**src/rtl/booth_r4_seq_multiplier_if.sv**
```systemverilog
// Start/busy/done handshake bundle for the sequential radix-4 Booth multiplier.
// The control unit drives the master side and the multiplier implements the slave side.
interface booth_r4_seq_multiplier_if #(
  parameter int WIDTH = 32
);
  logic               start;
  logic               is_signed;
  logic [WIDTH-1:0]   Mplr;
  logic [WIDTH-1:0]   Mcnd;
  logic               busy;
  logic               done;
  logic [2*WIDTH-1:0] Y;

  modport master (
    output start, is_signed, Mplr, Mcnd,
    input  busy, done, Y
  );

  modport slave (
    input  start, is_signed, Mplr, Mcnd,
    output busy, done, Y
  );
endinterface

```
**src/rtl/booth_r4_seq_multiplier.sv**
```systemverilog
// Multi-cycle radix-4 Booth multiplier that retires two multiplier bits per clock.
// Signed and unsigned operands are supported; Y holds its value until the next completion.
module booth_r4_seq_multiplier #(
  parameter int WIDTH = 32
) (
  input  logic                        clk,
  input  logic                        reset_n,
  booth_r4_seq_multiplier_if.slave    bus
);
  localparam int ITER = WIDTH / 2 + 1;
  localparam int EXTW = WIDTH + 2;
  localparam int ACCW = 2 * WIDTH + 4;
  localparam int CNTW = $clog2(ITER + 1);

  typedef enum logic [1:0] {
    S_IDLE,
    S_RUN,
    S_DONE
  } state_t;

  state_t             state_q;
  logic [EXTW-1:0]    mplr_q;
  logic               prev_q;
  logic [ACCW-1:0]    mcnd_q;
  logic [ACCW-1:0]    acc_q;
  logic [CNTW-1:0]    cnt_q;
  logic               busy_q;
  logic               done_q;
  logic [2*WIDTH-1:0] y_q;

  logic [2:0]         triplet;
  logic [ACCW-1:0]    mcnd_x2;
  logic [ACCW-1:0]    addend_d;
  logic [ACCW-1:0]    acc_d;
  logic [EXTW-1:0]    mplr_ext;
  logic [ACCW-1:0]    mcnd_ext;
  logic               mplr_sign;
  logic               mcnd_sign;

  // Two guard bits make the top Booth triplet see the true sign (or zero) of the operand.
  assign mplr_sign = bus.is_signed & bus.Mplr[WIDTH-1];
  assign mcnd_sign = bus.is_signed & bus.Mcnd[WIDTH-1];
  assign mplr_ext  = {{2{mplr_sign}}, bus.Mplr};
  assign mcnd_ext  = {{(ACCW-WIDTH){mcnd_sign}}, bus.Mcnd};

  assign triplet = {mplr_q[1:0], prev_q};
  assign mcnd_x2 = {mcnd_q[ACCW-2:0], 1'b0};

  always_comb begin
    addend_d = '0;
    case (triplet)
      3'b001, 3'b010: addend_d = mcnd_q;
      3'b011:         addend_d = mcnd_x2;
      3'b100:         addend_d = -mcnd_x2;
      3'b101, 3'b110: addend_d = -mcnd_q;
      default:        addend_d = '0;
    endcase
  end

  assign acc_d = acc_q + addend_d;

  always_ff @(posedge clk or negedge reset_n) begin
    if (!reset_n) begin
      state_q <= S_IDLE;
      mplr_q  <= '0;
      prev_q  <= 1'b0;
      mcnd_q  <= '0;
      acc_q   <= '0;
      cnt_q   <= '0;
      busy_q  <= 1'b0;
      done_q  <= 1'b0;
      y_q     <= '0;
    end else begin
      case (state_q)
        S_IDLE, S_DONE: begin
          done_q <= 1'b0;
          if (bus.start) begin
            mplr_q  <= mplr_ext;
            prev_q  <= 1'b0;
            mcnd_q  <= mcnd_ext;
            acc_q   <= '0;
            cnt_q   <= CNTW'(ITER);
            busy_q  <= 1'b1;
            state_q <= S_RUN;
          end else begin
            state_q <= S_IDLE;
          end
        end
        S_RUN: begin
          // Shifting the multiplicand left by two each step applies the 4^i weight.
          acc_q  <= acc_d;
          mplr_q <= {2'b00, mplr_q[EXTW-1:2]};
          prev_q <= mplr_q[1];
          mcnd_q <= {mcnd_q[ACCW-3:0], 2'b00};
          cnt_q  <= cnt_q - CNTW'(1);
          if (cnt_q == CNTW'(1)) begin
            y_q     <= acc_d[2*WIDTH-1:0];
            done_q  <= 1'b1;
            busy_q  <= 1'b0;
            state_q <= S_DONE;
          end
        end
        default: begin
          state_q <= S_IDLE;
          busy_q  <= 1'b0;
          done_q  <= 1'b0;
        end
      endcase
    end
  end

  assign bus.busy = busy_q;
  assign bus.done = done_q;
  assign bus.Y    = y_q;
endmodule

```
**src/flat_wrapper.sv**
```systemverilog
// flat-port wrapper written by rule: the top's interface ports become plain ports
module booth_r4_seq_multiplier_flat 
#(
  parameter int WIDTH = 32
)
  (clk, reset_n, bus_start, bus_is_signed, bus_Mplr, bus_Mcnd, bus_busy, bus_done, bus_Y);
  booth_r4_seq_multiplier_if #(.WIDTH(WIDTH)) bus_i ();
  input  logic clk;
  input  logic reset_n;
  input wire logic [$bits(bus_i.start)-1:0] bus_start;
  input wire logic [$bits(bus_i.is_signed)-1:0] bus_is_signed;
  input wire logic [$bits(bus_i.Mplr)-1:0] bus_Mplr;
  input wire logic [$bits(bus_i.Mcnd)-1:0] bus_Mcnd;
  output wire logic [$bits(bus_i.busy)-1:0] bus_busy;
  output wire logic [$bits(bus_i.done)-1:0] bus_done;
  output wire logic [$bits(bus_i.Y)-1:0] bus_Y;
  assign bus_i.start = bus_start;
  assign bus_i.is_signed = bus_is_signed;
  assign bus_i.Mplr = bus_Mplr;
  assign bus_i.Mcnd = bus_Mcnd;
  assign bus_busy = bus_i.busy;
  assign bus_done = bus_i.done;
  assign bus_Y = bus_i.Y;
  booth_r4_seq_multiplier #(.WIDTH(WIDTH)) u_core (.clk(clk), .reset_n(reset_n), .bus(bus_i));
endmodule
```
**config.mk**
```make
export PLATFORM = sky130hd
export DESIGN_NAME = booth_r4_seq_multiplier_flat
export DESIGN_NICKNAME = d
export VERILOG_FILES = /design/src/rtl/booth_r4_seq_multiplier_if.sv /design/src/rtl/booth_r4_seq_multiplier.sv /design/src/flat_wrapper.sv
export SDC_FILE = /design/constraint.sdc
export NUM_CORES = 1
export LEC_CHECK = 0
export BUFFER_PORTS_ARGS = -buffer_cell sky130_fd_sc_hd__buf_2
export CAP_MARGIN = 40
export CELL_PAD_IN_SITES_DETAIL_PLACEMENT = 0
export CELL_PAD_IN_SITES_GLOBAL_PLACEMENT = 1
export CORE_MARGIN = 2
export CORE_UTILIZATION = 50
export CTS_CLUSTER_DIAMETER = 200
export DETAILED_ROUTE_END_ITERATION = 10
export PLACE_DENSITY_LB_ADDON = 0.1
export SYNTH_ARGS = -nofsm -noshare
export SYNTH_HDL_FRONTEND = slang
export SYNTH_SLANG_ARGS = --single-unit
export TNS_END_PERCENT = 30
```
**constraint.sdc**
```tcl
create_clock -name clk -period 14.2 [get_ports clk]
set_input_delay 0.71 -clock clk [delete_from_list [all_inputs] [get_ports clk]]
set_output_delay 0.71 -clock clk [all_outputs]
set_load 0.1 [all_outputs]
```
==> results.ini <==
[grt]
antenna_found_initial = 2
grt_pass1_wl_um = 76200
grt_usage_pct = 28.0
grtUsageMet1_pct = 40.4
grt_use_met3_pct = 5.31
grt-busiest-layer = met2
overflow = 0
grt_pass1_vias = 13900
met2_usage_pct = 44.3
grt_start_max_net_pins = 156

[sta]
period_minus_slack_ns = 7.10
skew_ns = 0.0154
setup_violations = 0
rsz0062_at_grt = no
maxSlewHeadroom_pct = 39.4
fmax_ghz = 0.141
timing.setup.tns_ns = 0
hold_viol = 0
worst_pin_slew_ns = 0.897
slew_violations = 0
post-route-period-util_pct = 50.0

[detailed_routing]
drtAntennaViolNets = 0
detail_route.iter0.violations = 1108
num_vias = 14600
wl_um = 47700
drc = 0
drt_pre_antenna_iters = 6
routedWlPerCell_um = 20.1
via_per_inst = 6.16

[finish]
final_common_cell = nand2_1
final_nets = 2088
final_cell_mix = nand2_1, dfrtp_1, buf_2
diodes = 0
area_growth_pct = 10.8
layout-drive-gt1-share_pct = 12.3

[place]
dp_hpwl_um = 32100
numPortBuffers = 133
gp_congestion = 0.890

[cts]
numCtsBuffers = 28
cts_tree = yes
post_cts_resize_count = 0
cts-root-buf = clkbuf_16
path_clk_slew_ns = 0.07
cts_buffer_depth = 3
htreeDepth = 1
ctsHoldBuffers = 0
insertion_delay_ns = 0.56
cts_num_sinks = 234
cts_setup_buffers = 0

[synthesis]
synthArstFlopShare_pct = 100
syn_area_um2 = 16100
ys_types = 72
ys_seq_area_share_pct = 36.4
yosys_most_used_dff = dfrtp_1
synth_edf_count = 0
yosysTopAreaCell = dfrtp_1
syn_inst = 1938
avgSynthCellArea_um2 = 8.30
yosys_warnings = 0
synthTopCellsByArea = dfrtp_1, nand2_1, ha_1
synth_top_area_share_pct = 36.4
syn_nets = 2073
synth_seq_cells = 234

[worst_hold_path]
min_path_type = input port to async pin

[setup_path]
worst-r2r-cell-count = 21
critPathSlowestCell = o41ai_1
crit_family = simple AND/OR/NAND/NOR gates
crit_fanout = 7
worst_path_largest_cell_delay_ns = 0.91
crit_buf_inv = 0
r2r-end = u_core.bus.Y[56]$_DFFE_PN0P_
critPathRequiredTime_ns = 14.63
arrival_ns = 7.53
path_cells = or4_1 -> nor4_4 -> nand2_1 -> or3_1 -> or3_1 -> or3_1 -> xor2_1 -> nand2_1 -> o221ai_1 -> ha_1 -> nand2_1 -> nor2_1 -> nand3_1 -> a211oi_1 -> o311ai_0 -> a21oi_1 -> a41oi_1 -> o41ai_1 -> a21boi_0 -> xnor2_1 -> mux2_2
startpoint_type = register
endpoint_kind = register
critPathKind = register to register
rr_startpoint = u_core.mcnd_q[6]$_DFFE_PN0P_
r2r_slack_ns = 7.10

[floorplan]
die_h_um = 183
initial_utilization_pct = 50.9
core_area_um2 = 31600
die_w_um = 183
die_area_um2 = 33600
rows = 65
io_pins = 134

[run]
max_cap_violations = 0

[status]
status = finished clean

-- sequential cells by signal, indices dropped and copies added, names as in the netlist --
| name | count |
|---|---|
| u_core.acc_q | 64 |
| u_core.bus.Y | 64 |
| u_core.mcnd_q | 64 |
| u_core.mplr_q | 33 |
| u_core.cnt_q | 5 |
| u_core.bus.busy | 1 |
| u_core.bus.done | 1 |
| u_core.prev_q | 1 |
| u_core.state_q | 1 |
-- synthesized netlist by cell type, drive strengths merged, types with 8 or more instances --
master  count
nand2     414
dfrtp     234
clkbuf    154
o21ai     121
nor2      101
a21oi      98
a22oi      92
xor2       68
ha         66
xnor2      65
a22o       57
a21o       43
a221o      36
nor3       30
nand3      28
or3        26
inv        23
nand4      22
a31oi      21
a221oi     19
nand2b     18
buf        17
o221ai     16
or4        15
mux2i      14
mux2       13
nor4       12
nor2b      11
and3       10
o22ai      10
o21bai      9
a21boi      8
and2        8
-- cell type report --
type | instances | area [µm²]
clock buffers | 36 | 772
multi-input cells | 1510 | 9520
fillers | 2943 | 13800
inverters | 23 | 86.3
clock inverters | 14 | 208
repair buffers | 156 | 881
flip-flops and latches | 234 | 5860
well taps | 402 | 503
-- how the worst max path moves through the flow --
| stage | cells after the start | endpoint | slack [ns] | start |
|---|---|---|---|---|
| floorplan | 23 | u_core.bus.Y[56]$_DFFE_PN0P_ | 8.50 | u_core.mcnd_q[4]$_DFFE_PN0P_ |
| global placement | 21 | u_core.bus.Y[56]$_DFFE_PN0P_ | 7.42 | u_core.mcnd_q[6]$_DFFE_PN0P_ |
| detailed placement | 21 | u_core.bus.Y[56]$_DFFE_PN0P_ | 7.23 | u_core.mcnd_q[6]$_DFFE_PN0P_ |
| CTS | 21 | u_core.bus.Y[56]$_DFFE_PN0P_ | 7.19 | u_core.mcnd_q[6]$_DFFE_PN0P_ |
| global route | 21 | u_core.bus.Y[56]$_DFFE_PN0P_ | 6.69 | u_core.mcnd_q[6]$_DFFE_PN0P_ |
| finish | 21 | u_core.bus.Y[56]$_DFFE_PN0P_ | 7.10 | u_core.mcnd_q[6]$_DFFE_PN0P_ |
-- layer usage --
| layer | part of all wire (%) | wire length, µm |
|---|---|---|
| met3 | 7.7 | 3680 |
| met2 | 45 | 21300 |
| met1 | 46 | 22000 |
| met5 | 0.050 | 24 |
| met4 | 1.5 | 723 |
-- kinds of logic (layout without fill, tap and decap cells) --
| logic type | after synthesis | after routing | synth area share (%) |
|---|---|---|---|
| xor+xnor | 133 | 133 | 7.35 |
| buf+inv | 194 | 229 | 4.66 |
| compound gates | 572 | 572 | 24.7 |
| fa+ha+maj | 67 | 67 | 5.26 |
| mux | 27 | 27 | 1.78 |
| simple gates | 711 | 711 | 19.8 |
| flops | 234 | 234 | 36.4 |
-- through the flow --
stage / area (µm²) / hold slack (ns) / instances / utilization, % / worst slack (ns)
floorplan: 16100 / 0.414 / 1938 / - / 8.50
global placement: 16800 / 0.452 / 2322 / 53.1 / 7.42
detailed placement: 16800 / 0.457 / 2325 / 53.3 / 7.23
CTS: 17800 / 0.254 / 2375 / 56.4 / 7.19
global route: 17800 / 0.269 / 2375 / 56.4 / 6.69
finish: 17800 / 0.191 / 2375 / 56.4 / 7.10
Power is left out: the tool's default activity adds up to more than one toggle a clock period on the data nets, which glitch-free logic cannot reach.
